`src/rtl/sched_pkg.sv`:
```
// Shared types and defaults for the instance round-robin scheduler.
package sched_pkg;

    typedef enum logic [1:0] {
        S_IDLE    = 2'd0,
        S_GRANT   = 2'd1,
        S_RELEASE = 2'd2
    } sched_state_e;

    localparam int SCHED_NUM_REQ_DEF = 5;

endpackage : sched_pkg

```
`src/rtl/rr_pick.sv`:
```
// Combinational round-robin picker: first set request at or after ptr_i,
// searching upward and wrapping from NUM_REQ-1 back to 0.
module rr_pick
    import sched_pkg::*;
#(
    parameter int NUM_REQ = SCHED_NUM_REQ_DEF
) (
    input  logic [NUM_REQ-1:0]         req_i,
    input  logic [$clog2(NUM_REQ)-1:0] ptr_i,
    output logic                       any_o,
    output logic [$clog2(NUM_REQ)-1:0] idx_o
);

    localparam int IW = $clog2(NUM_REQ);

    logic [NUM_REQ-1:0] rot;
    logic [IW-1:0]      enc;
    logic [IW:0]        sum;

    always_comb begin
        // Rotate so that ptr_i lands on bit 0, then the lowest set bit wins.
        rot = NUM_REQ'({req_i, req_i} >> ptr_i);
        enc = '0;
        for (int k = NUM_REQ - 1; k >= 0; k--) begin
            if (rot[k]) begin
                enc = IW'(k);
            end
        end
        sum = {1'b0, ptr_i} + {1'b0, enc};
        if (sum >= (IW+1)'(NUM_REQ)) begin
            sum = sum - (IW+1)'(NUM_REQ);
        end
        idx_o = sum[IW-1:0];
        any_o = |req_i;
    end

endmodule : rr_pick

```
`src/rtl/inst_rr_scheduler.sv`:
```
// Round-robin scheduler sharing one resource among NUM_REQ leaf instances.
// Optional forced release after MAX_HOLD grant cycles when SCHED_TIMEOUT_EN is defined.
module inst_rr_scheduler
    import sched_pkg::*;
#(
    parameter int NUM_REQ  = SCHED_NUM_REQ_DEF,
    parameter int MAX_HOLD = 200
) (
    input  logic                       clk,
    input  logic                       rst_n,
    input  logic [NUM_REQ-1:0]         req_i,
    input  logic [NUM_REQ-1:0]         done_i,
    output logic [NUM_REQ-1:0]         gnt_o,
    output logic [$clog2(NUM_REQ)-1:0] gnt_id_o,
    output logic                       busy_o,
    output logic                       timeout_o
);

    localparam int IW = $clog2(NUM_REQ);

    if (NUM_REQ < 2 || MAX_HOLD < 2) begin : g_bad_params
        $error("inst_rr_scheduler: NUM_REQ and MAX_HOLD must both be >= 2");
    end

    sched_state_e       state_q, state_d;
    logic [NUM_REQ-1:0] gnt_q, gnt_d;
    logic [IW-1:0]      gnt_id_q, gnt_id_d;
    logic [IW-1:0]      ptr_q, ptr_d;
    logic               busy_q, busy_d;
    logic               timeout_q, timeout_d;

    logic               pick_any;
    logic [IW-1:0]      pick_idx;
    logic [NUM_REQ-1:0] pick_onehot;
    logic               release_now;
    logic               hold_expired;

    rr_pick #(
        .NUM_REQ (NUM_REQ)
    ) u_pick (
        .req_i (req_i),
        .ptr_i (ptr_q),
        .any_o (pick_any),
        .idx_o (pick_idx)
    );

    for (genvar gi = 0; gi < NUM_REQ; gi++) begin : g_onehot
        assign pick_onehot[gi] = (pick_idx == IW'(gi));
    end

`ifdef SCHED_TIMEOUT_EN
    localparam int HOLD_BITS = $clog2(MAX_HOLD);
    localparam int CW = (HOLD_BITS < 8) ? 8 : ((HOLD_BITS > 16) ? 16 : HOLD_BITS);

    logic [CW-1:0] hold_q, hold_d;

    // Held at zero outside GRANT so every grant starts counting from 0.
    always_comb begin
        hold_d = '0;
        if (state_q == S_GRANT) begin
            hold_d = hold_q + 1'b1;
        end
    end

    always_ff @(posedge clk or negedge rst_n) begin
        if (!rst_n) begin
            hold_q <= '0;
        end else begin
            hold_q <= hold_d;
        end
    end

    assign hold_expired = (state_q == S_GRANT) && (hold_q == CW'(MAX_HOLD - 1));
`else
    assign hold_expired = 1'b0;
`endif

    assign release_now = done_i[gnt_id_q] || !req_i[gnt_id_q];

    always_comb begin
        state_d   = state_q;
        gnt_d     = gnt_q;
        gnt_id_d  = gnt_id_q;
        ptr_d     = ptr_q;
        busy_d    = busy_q;
        timeout_d = 1'b0;
        unique case (state_q)
            S_IDLE: begin
                if (pick_any) begin
                    state_d  = S_GRANT;
                    gnt_d    = pick_onehot;
                    gnt_id_d = pick_idx;
                    busy_d   = 1'b1;
                end
            end
            S_GRANT: begin
                // A done coinciding with expiry counts as a normal completion.
                if (release_now || hold_expired) begin
                    state_d   = S_RELEASE;
                    gnt_d     = '0;
                    busy_d    = 1'b0;
                    timeout_d = !release_now;
                end
            end
            S_RELEASE: begin
                state_d = S_IDLE;
                ptr_d   = (gnt_id_q == IW'(NUM_REQ - 1)) ? '0 : gnt_id_q + 1'b1;
            end
            default: begin
                state_d = S_IDLE;
                gnt_d   = '0;
                busy_d  = 1'b0;
            end
        endcase
    end

    always_ff @(posedge clk or negedge rst_n) begin
        if (!rst_n) begin
            state_q   <= S_IDLE;
            gnt_q     <= '0;
            gnt_id_q  <= '0;
            ptr_q     <= '0;
            busy_q    <= 1'b0;
            timeout_q <= 1'b0;
        end else begin
            state_q   <= state_d;
            gnt_q     <= gnt_d;
            gnt_id_q  <= gnt_id_d;
            ptr_q     <= ptr_d;
            busy_q    <= busy_d;
            timeout_q <= timeout_d;
        end
    end

    assign gnt_o     = gnt_q;
    assign gnt_id_o  = gnt_id_q;
    assign busy_o    = busy_q;
    assign timeout_o = timeout_q;

endmodule : inst_rr_scheduler

```
`config.mk`:
```
export PLATFORM = sky130hd
export DESIGN_NAME = inst_rr_scheduler
export DESIGN_NICKNAME = d
export VERILOG_FILES = /design/src/rtl/sched_pkg.sv /design/src/rtl/rr_pick.sv /design/src/rtl/inst_rr_scheduler.sv
export SDC_FILE = /design/constraint.sdc
export NUM_CORES = 1
export LEC_CHECK = 0
export ABC_CLOCK_PERIOD_IN_PS = 4800
export CORE_AREA = 2 2 63 65
export DETAILED_ROUTE_END_ITERATION = 12
export DIE_AREA = 0 0 65 67
export HOLD_SLACK_MARGIN = 0.08
export PLACE_DENSITY = 0.54
export SETUP_SLACK_MARGIN = 0.15
export SLEW_MARGIN = 20
export SYNTH_ARGS = -nofsm -noshare
export SYNTH_HDL_FRONTEND = slang
export SYNTH_HIERARCHICAL = 1
export SYNTH_SLANG_ARGS = --single-unit
```
`constraint.sdc`:
```
create_clock -name clk -period 4.8 [get_ports clk]
set_input_delay 0.48 -clock clk [delete_from_list [all_inputs] [get_ports clk]]
set_output_delay 0.48 -clock clk [all_outputs]
set_load 0.01 [all_outputs]
```
==> results.md <==
- Across all register-to-register paths, the minimum setup slack is 530 ps.
- For this design, the CTS-stage hold fixing added 0 buffers.
- The leakage power is 0.0006546 uW.
- After global routing the overflow that remains totals 0.
- Counting every net in the synthesized netlist gives 150.
- The placed wire-length estimate is 2141 um.
- Entering global routing, the biggest net connects 17 pins.
- The routed layout has 1,019 vias.
- Setup violations remaining at the end of the flow were counted as 0.
- The number of gates resized after CTS was 0.
- The first global-routing pass estimated 4705 um of wire.
- The die is 65 um wide.
- CTS built an H-tree with a depth of 1.
- Summing all multi-input logic gate instances after layout gives 799.5 um^2.
- The number of pins with negative max-slew slack in the final report is 0.
- The sequential share of the synthesized area is 0.2834.
- Measured in cells, the most critical reg-to-reg path has a length of 16.
- The first detailed-routing pass ran for 4 iterations.
- Counting the fill cells in the layout gives 366.
- By count the netlist is led by sky130_fd_sc_hd__dfrtp_1, sky130_fd_sc_hd__inv_1, sky130_fd_sc_hd__nor2_1.
- In this run the worst path has a maximum fanout of 7.
- Data on the critical path arrives at its endpoint at 4490 ps.
- Among all cell types in the netlist, the one instantiated most often is sky130_fd_sc_hd__dfrtp_1.
- In the final timing run, aggregate negative setup slack is 0 ps.
- Using the TritonRoute via totals, the vias-per-cell ratio works out to 5.095.
- The core area is 3606 um^2.
- The worst setup path is launched from a primary input.
- The final instance count without filler cells is 200.
- The layer flagged by global routing as most heavily used is met2.
- The remaining max-slew budget at the tightest pin is 0.5474.
- Setup repair after global routing left no endpoint under its margin.
- The final-report hold violation count is 0.
- The maximum vdd ir drop is 0.4270 mV.
- The clock period could shrink to 4333 ps.
- The tightest min-delay check is of the reg2reg type.
- From synthesis to final layout, the design area changed by 24.60%.
- The initial antenna violation count is 0.
- Clock latency on the worst-skew pair, taken at its later pin, is 240 ps.
- The netlist area before placement is 1236 um^2.
- For this design the ratio of total power to cell area is 844.4 nW/um^2.
- The initial utilization of the core area, before any placement, comes to 0.3428.
- In this run the most critical hold path is launched from gnt_o[3].
- For the pin with the worst max-slew slack, the measured transition is 668.4 ps.
- The CTS buffer count is 3.
- The share of layout cells above drive strength 1 is 0.1382.
- The flow ran to the end, and the final reports show no timing, DRC or antenna violations.
- The clock-pin slew reported for the worst setup and hold paths after clock tree synthesis is 50 ps.
- The most used flip-flop cell after synthesis is sky130_fd_sc_hd__dfrtp_1.
- For this run, global-route usage on met2 was measured as 0.2577.
- Data on the critical path is required at its endpoint by 4960 ps.
- The number of global-route vias before repair is 1,040.
- The die is 67 um tall.
- The largest buffer count on any clock path is 2.
- The area of all placed cells without fillers is 1540 um^2.
- The worst setup path is captured at a flop.
- The number of top-level pins is 22.
- In this run, the number of DRC markers left after iteration 0 of detailed routing was 82.
- Counting tap cells, the placed design contains a total of 196 instances.
- The antenna cell count is 0.
- Between clock sinks in the finished design, the worst skew comes to 0.3167 ps.
- The per-cell routed wire length is 13.68 um.
- The endpoint of the lowest-slack register-to-register path is gnt_o[4].
- The synthesized design contains 0 enable-type register cells.
- The startpoint-to-endpoint class of the critical path is in2reg.
- Counting flops with an async set or reset pin after synthesis yields a share of 1.000.
- The number of instances in the synthesized netlist is 130.
- The total clock sinks is 14.
- The area share of the largest cell type after synthesis is 0.2834.
- The peak clock frequency supported by timing is 230.8 MHz.
- The largest area contributor in the synthesized netlist is sky130_fd_sc_hd__dfrtp_1.
- The placed instances occupy a cell area of 1478 um^2.
- The overall fraction of global-route tracks in use is 0.1382.
- The layout net count is 173.
- After synthesis, the cell types taking the most area are sky130_fd_sc_hd__dfrtp_1, sky130_fd_sc_hd__ha_1, sky130_fd_sc_hd__inv_1, sky130_fd_sc_hd__a21oi_1, sky130_fd_sc_hd__mux2_2.
- The start point of the critical path is req_i[1].
- The remaining antenna violation count after routing is 0.
- For this run, global-route usage on met3 was measured as 0.02027.
- The power consumption is 1301 uW.
- Max-cap violations in this run came to 0.
- The tree is rooted in a sky130_fd_sc_hd__clkbuf_8.
- The capturing instance or port of the critical path is gnt_o[4].
- After detailed routing, the number of remaining DRC violations is 0.
- The number of cell rows is 22.
- The global placement routability congestion is 0.7529.
- The met1 layer usage reported by global route is 0.1661.
- For this run, the number of Yosys warnings is 6.
- The worst reg2reg path startpoint is ptr_q[0].
- The routed design has 2735 um of wire.
- The number of setup buffers added after CTS is 0.
- After synthesis the netlist holds a flip-flop and latch count of 14.
- The storage element area is 350.3 um^2.
- The TritonCTS clock tree is done.
- The die covers 4355 um^2.
- The mean cell area of the mapped netlist is 9.509 um^2.
- The count of buffers added on input and output ports is 20.
- The number of different library cells used by synthesis comes to 49.
- The share of the clock period used by the worst path after layout is 0.9027.
-- cell usage in the layout, fill, tap and decap left out, types with 2 or more instances in the layout --
cell type	n
sky130_fd_sc_hd__nor4b_1	2
sky130_fd_sc_hd__ha_1	7
sky130_fd_sc_hd__dfrtp_1	14
sky130_fd_sc_hd__nor3b_1	3
sky130_fd_sc_hd__nor3_1	4
sky130_fd_sc_hd__clkbuf_8	4
sky130_fd_sc_hd__nor2_1	10
sky130_fd_sc_hd__nand4_1	2
sky130_fd_sc_hd__o211ai_1	2
sky130_fd_sc_hd__nand3b_1	2
sky130_fd_sc_hd__nand2_1	6
sky130_fd_sc_hd__dlymetal6s2s_1	3
sky130_fd_sc_hd__clkdlybuf4s50_1	17
sky130_fd_sc_hd__o21ai_1	5
sky130_fd_sc_hd__mux2_2	4
sky130_fd_sc_hd__nand2b_1	2
sky130_fd_sc_hd__mux2i_1	2
sky130_fd_sc_hd__a21oi_1	9
sky130_fd_sc_hd__nand4bb_1	2
sky130_fd_sc_hd__buf_4	2
sky130_fd_sc_hd__mux2_4	3
sky130_fd_sc_hd__inv_1	13
sky130_fd_sc_hd__o2bb2ai_1	2
sky130_fd_sc_hd__o21ai_0	3
sky130_fd_sc_hd__o311ai_1	2
sky130_fd_sc_hd__xnor2_1	3
-- power by group --
| group | internal, uW | switching, uW |
|---|---|---|
| sequential | 169 | 83.3 |
| clock | 72.5 | 38.5 |
| combinational | 455 | 482 |
-- worst min-delay path by stage --
stage                          end  cells after the start  slack [ps]
after global routing      gnt_o[3]                      1         550
final                     gnt_o[3]                      1         510
after detailed placement  gnt_o[3]                      1         500
after floorplan             busy_o                      0         180
after global placement    gnt_o[2]                      1         500
after CTS                 gnt_o[3]                      1         510
-- metrics by stage --
stage / setup slack [ps] / util / hold WS [ps]
after detailed placement: 99.76 / 0.4098 / 498.3
after CTS: 311.9 / 0.4251 / 511.6
after global placement: 236.7 / 0.4098 / 498.0
after global routing: 167.2 / 0.4271 / 549.4
after floorplan: 927.9 / - / 184.4
final: 467.3 / 0.4271 / 509.4
-- logic make-up after synthesis --
family,after synthesis,synth area share
simple gates,44,0.2247
compound gates,30,0.1781
fa+ha+maj,8,0.08704
other cells,1,0.003034
mux,11,0.1194
buf+inv,18,0.06984
flops,14,0.2834
xor+xnor,4,0.03442
-- cell type report --
class / instances / area share
multi-input combinational: 98 / 0.5191
sequential: 14 / 0.2275
clock buffer: 4 / 0.03574
inverter: 14 / 0.03412
timing repair buffer: 22 / 0.1446
tap: 48 / 0.03899
-- registers in the layout (all words and copies together), names as in the netlist --
register / cells
gnt_o: 5
gnt_id_o: 3
ptr_q: 3
state_q: 2
busy_o: 1
-- per-layer routing --
layer	vias up	share of wire
met2	17	0.50
met1	483	0.46
met3	4	0.027
met4	0	0.0080
met5	-	0
li1	515	-
-- worst max-delay path, stage by stage --
cell	delay, ps
sky130_fd_sc_hd__clkdlybuf4s50_1	610
sky130_fd_sc_hd__nor4b_1	100
sky130_fd_sc_hd__o41a_1	450
sky130_fd_sc_hd__o211ai_1	170
sky130_fd_sc_hd__o21ai_1	110
sky130_fd_sc_hd__ha_1	240
sky130_fd_sc_hd__fa_1	520
sky130_fd_sc_hd__inv_1	70
sky130_fd_sc_hd__ha_1	200
sky130_fd_sc_hd__nor2b_1	150
sky130_fd_sc_hd__nor3b_1	80
sky130_fd_sc_hd__a211oi_2	330
sky130_fd_sc_hd__nor2_1	90
sky130_fd_sc_hd__xnor2_1	200
sky130_fd_sc_hd__or4b_2	600
sky130_fd_sc_hd__o21ai_0	100
Power figures use the tool's default switching activity.
==> edit, RTL diff (config.mk and constraints unchanged) <==
The option `SCHED_TIMEOUT_EN` is turned on by a define.
--- a/src/rtl/inst_rr_scheduler.sv
+++ b/src/rtl/inst_rr_scheduler.sv
@@ -2,2 +2,4 @@
 // Optional forced release after MAX_HOLD grant cycles when SCHED_TIMEOUT_EN is defined.
+`define SCHED_TIMEOUT_EN
+
 module inst_rr_scheduler
Check against the original RTL: same outputs for any inputs over 10 cycles, from zero or initial values and one cycle with rst_n low; that may be too few to reach the edited logic, so the function may still have changed.
==> edit against the original RTL <==
Utilization grew 9.5 points. Sequential cell count is 9 higher. Critical path depth is 2 higher. Routed wire length up 27%. Total power increased by 5.0%. Final cell count increased by 16%. Hold slack worse by 340 ps. Combinational power is 5.9% lower. Die area is the same. Global-route usage increased by 4.5 points. Sequential share of layout area rose by 7.8 points. Final area is 22% higher. Area after synthesis is 29% higher. Setup slack improved by 28 ps. Critical endpoint is now gnt_o[1]. Largest cell class unchanged. Largest power group unchanged. Highest routed layer unchanged.
==> edit: results (changes against the original RTL) <==
outcome:
  outcome: "completed"  # unchanged
place:
  dpl_cell_area_um2: 1840  # was 1480 µm²
  port-buffer-count: 21  # was 20
  place_hpwl_mm: 2.66  # was 2.14 mm
  gp_routability_congestion: 0.832  # was 0.753
finish:
  drive_above_1_share_pct: 9.78  # was 13.8%
  largest_register_ffs: 8  # was 5
  nFillCells: 364  # was 366
  finish.net_count: 206  # was 173
routing:
  detail_route.wl_per_cell_um: 14.9  # was 13.7 µm
  initialDrtViolationCount: 83  # was 82
  route.met3.wl_um: 91  # was 75 µm
  routed-wl-met2_mm: 1.65  # was 1.38 mm
  dr_total_vias: 1312  # was 1019
  wirelength_met1_mm: 1.69  # was 1.26 mm
yosys:
  ys_top_cells_by_count: "sky130_fd_sc_hd__dfrtp_1 (23), sky130_fd_sc_hd__nor2_1 (19), sky130_fd_sc_hd__a21oi_1 (9), sky130_fd_sc_hd__inv_1 (9), sky130_fd_sc_hd__ha_1 (8)"  # was sky130_fd_sc_hd__dfrtp_1 (14), sky130_fd_sc_hd__inv_1 (13), sky130_fd_sc_hd__nor2_1 (10)
  ys_types: 52  # was 49
  postSynthNetCount: 184  # was 150
  synth_area_leaders: "sky130_fd_sc_hd__dfrtp_1 (36%), sky130_fd_sc_hd__ha_1 (6.3%), sky130_fd_sc_hd__nor2_1 (4.5%)"  # was sky130_fd_sc_hd__dfrtp_1 (28%), sky130_fd_sc_hd__ha_1 (7.1%), sky130_fd_sc_hd__inv_1 (3.9%)
  seq_area_frac_synth_pct: 36.1  # was 28.3%
global_route:
  globalRouteMet2Util_pct: 30.9  # was 25.8%
  grt_util_met3_pct: 2.53  # was 2.03%
  grt_start_max_net_pins: 24  # was 17
  groute.usage.overall_pct: 18.3  # was 13.8%
  grt_pass1_wl_mm: 6.12  # was 4.71 mm
pwr:
  power-per-cell-area_nw_per_um2: 725  # was 844 nW/µm²
  p_seq_uw: 363  # was 253 µW
  vdd_ir_drop_max_mv: 0.285  # was 0.427 mV
  pwr.group.combinational_uw: 882  # was 937 µW
  p_leak_uw: 0.000780  # was 0.000655 µW
  internal_power_uw: 709  # was 697 µW
critical_path:
  critical-path-top-delay-family: "simple AND/OR/NAND/NOR gates"  # was compound AO/OA/AOI/OAI gates
  worstPathMaxFanout: 9  # was 7
  arrival_ps: 4460  # was 4490 ps
  slowest_stage: "sky130_fd_sc_hd__clkdlybuf4s50_1"  # unchanged
clocking:
  clock_pin_slew_reported_for_the_worst_setup_and_hold_paths_after_clock_tree_synthesis_ps: 80  # was 50 ps
  insertion_delay_ps: 260  # was 240 ps
timing:
  maxSlewHeadroom_pct: 58.0  # was 54.7%
  timing.clock.skew_ps: 3.32  # was 0.317 ps
min_path:
  min-delay-path-class: "primary input to asynchronous set/reset pin"  # was flip-flop to flip-flop
[edit: changes by cell type after synthesis, moves of 3 or more]
cell	change
sky130_fd_sc_hd__nor2_1	+9
sky130_fd_sc_hd__nand3_1	+3
sky130_fd_sc_hd__a32o_1	+4
sky130_fd_sc_hd__inv_1	-4
sky130_fd_sc_hd__xor2_1	+4
sky130_fd_sc_hd__dfrtp_1	+9
sky130_fd_sc_hd__and3_1	+3
[edit: kinds of logic (layout without fill, tap and decap cells)]
group / after synthesis / in the layout / synth area share [%]
simple gates: 67 / 67 / 25.0
compound gates: 31 / 31 / 13.9
flops: 23 / 23 / 36.1
buf+inv: 14 / 35 / 4.23
xor+xnor: 10 / 10 / 5.96
fa+ha+maj: 9 / 9 / 7.52
mux: 9 / 9 / 7.29
[edit: cell type report]
cell class / count / area (µm²) / share of cell area, %
Clock inverter: 1 / 5.00 / 0.266
Clock buffer: 3 / 41.3 / 2.19
Timing Repair Buffer: 21 / 205 / 10.9
Multi-Input combinational cell: 126 / 958 / 50.9
Tap cell: 48 / 60.1 / 3.19
Inverter: 10 / 37.5 / 1.99
Sequential cell: 23 / 576 / 30.6
[edit: worst paths after layout]
path,start,endpoint,slack (ps),cells past startpoint
max,req_i[4],gnt_o[1],500,18
min,rst_n,hold_q[3],170,1
max reg2reg,ptr_q[1],gnt_o[1],590,15
min reg2reg,hold_q[0],hold_q[0],460,1
max in group asynchronous,rst_n,ptr_q[1],4270,1
min in group clk,hold_q[0],hold_q[0],460,1
[edit: through the flow]
stage / cells / setup WS [ps]
after floorplan: 163 / 1140
after global placement: 228 / 395
after detailed placement: 228 / 209
after CTS: 232 / 502
after global routing: 232 / 147
final: 232 / 495
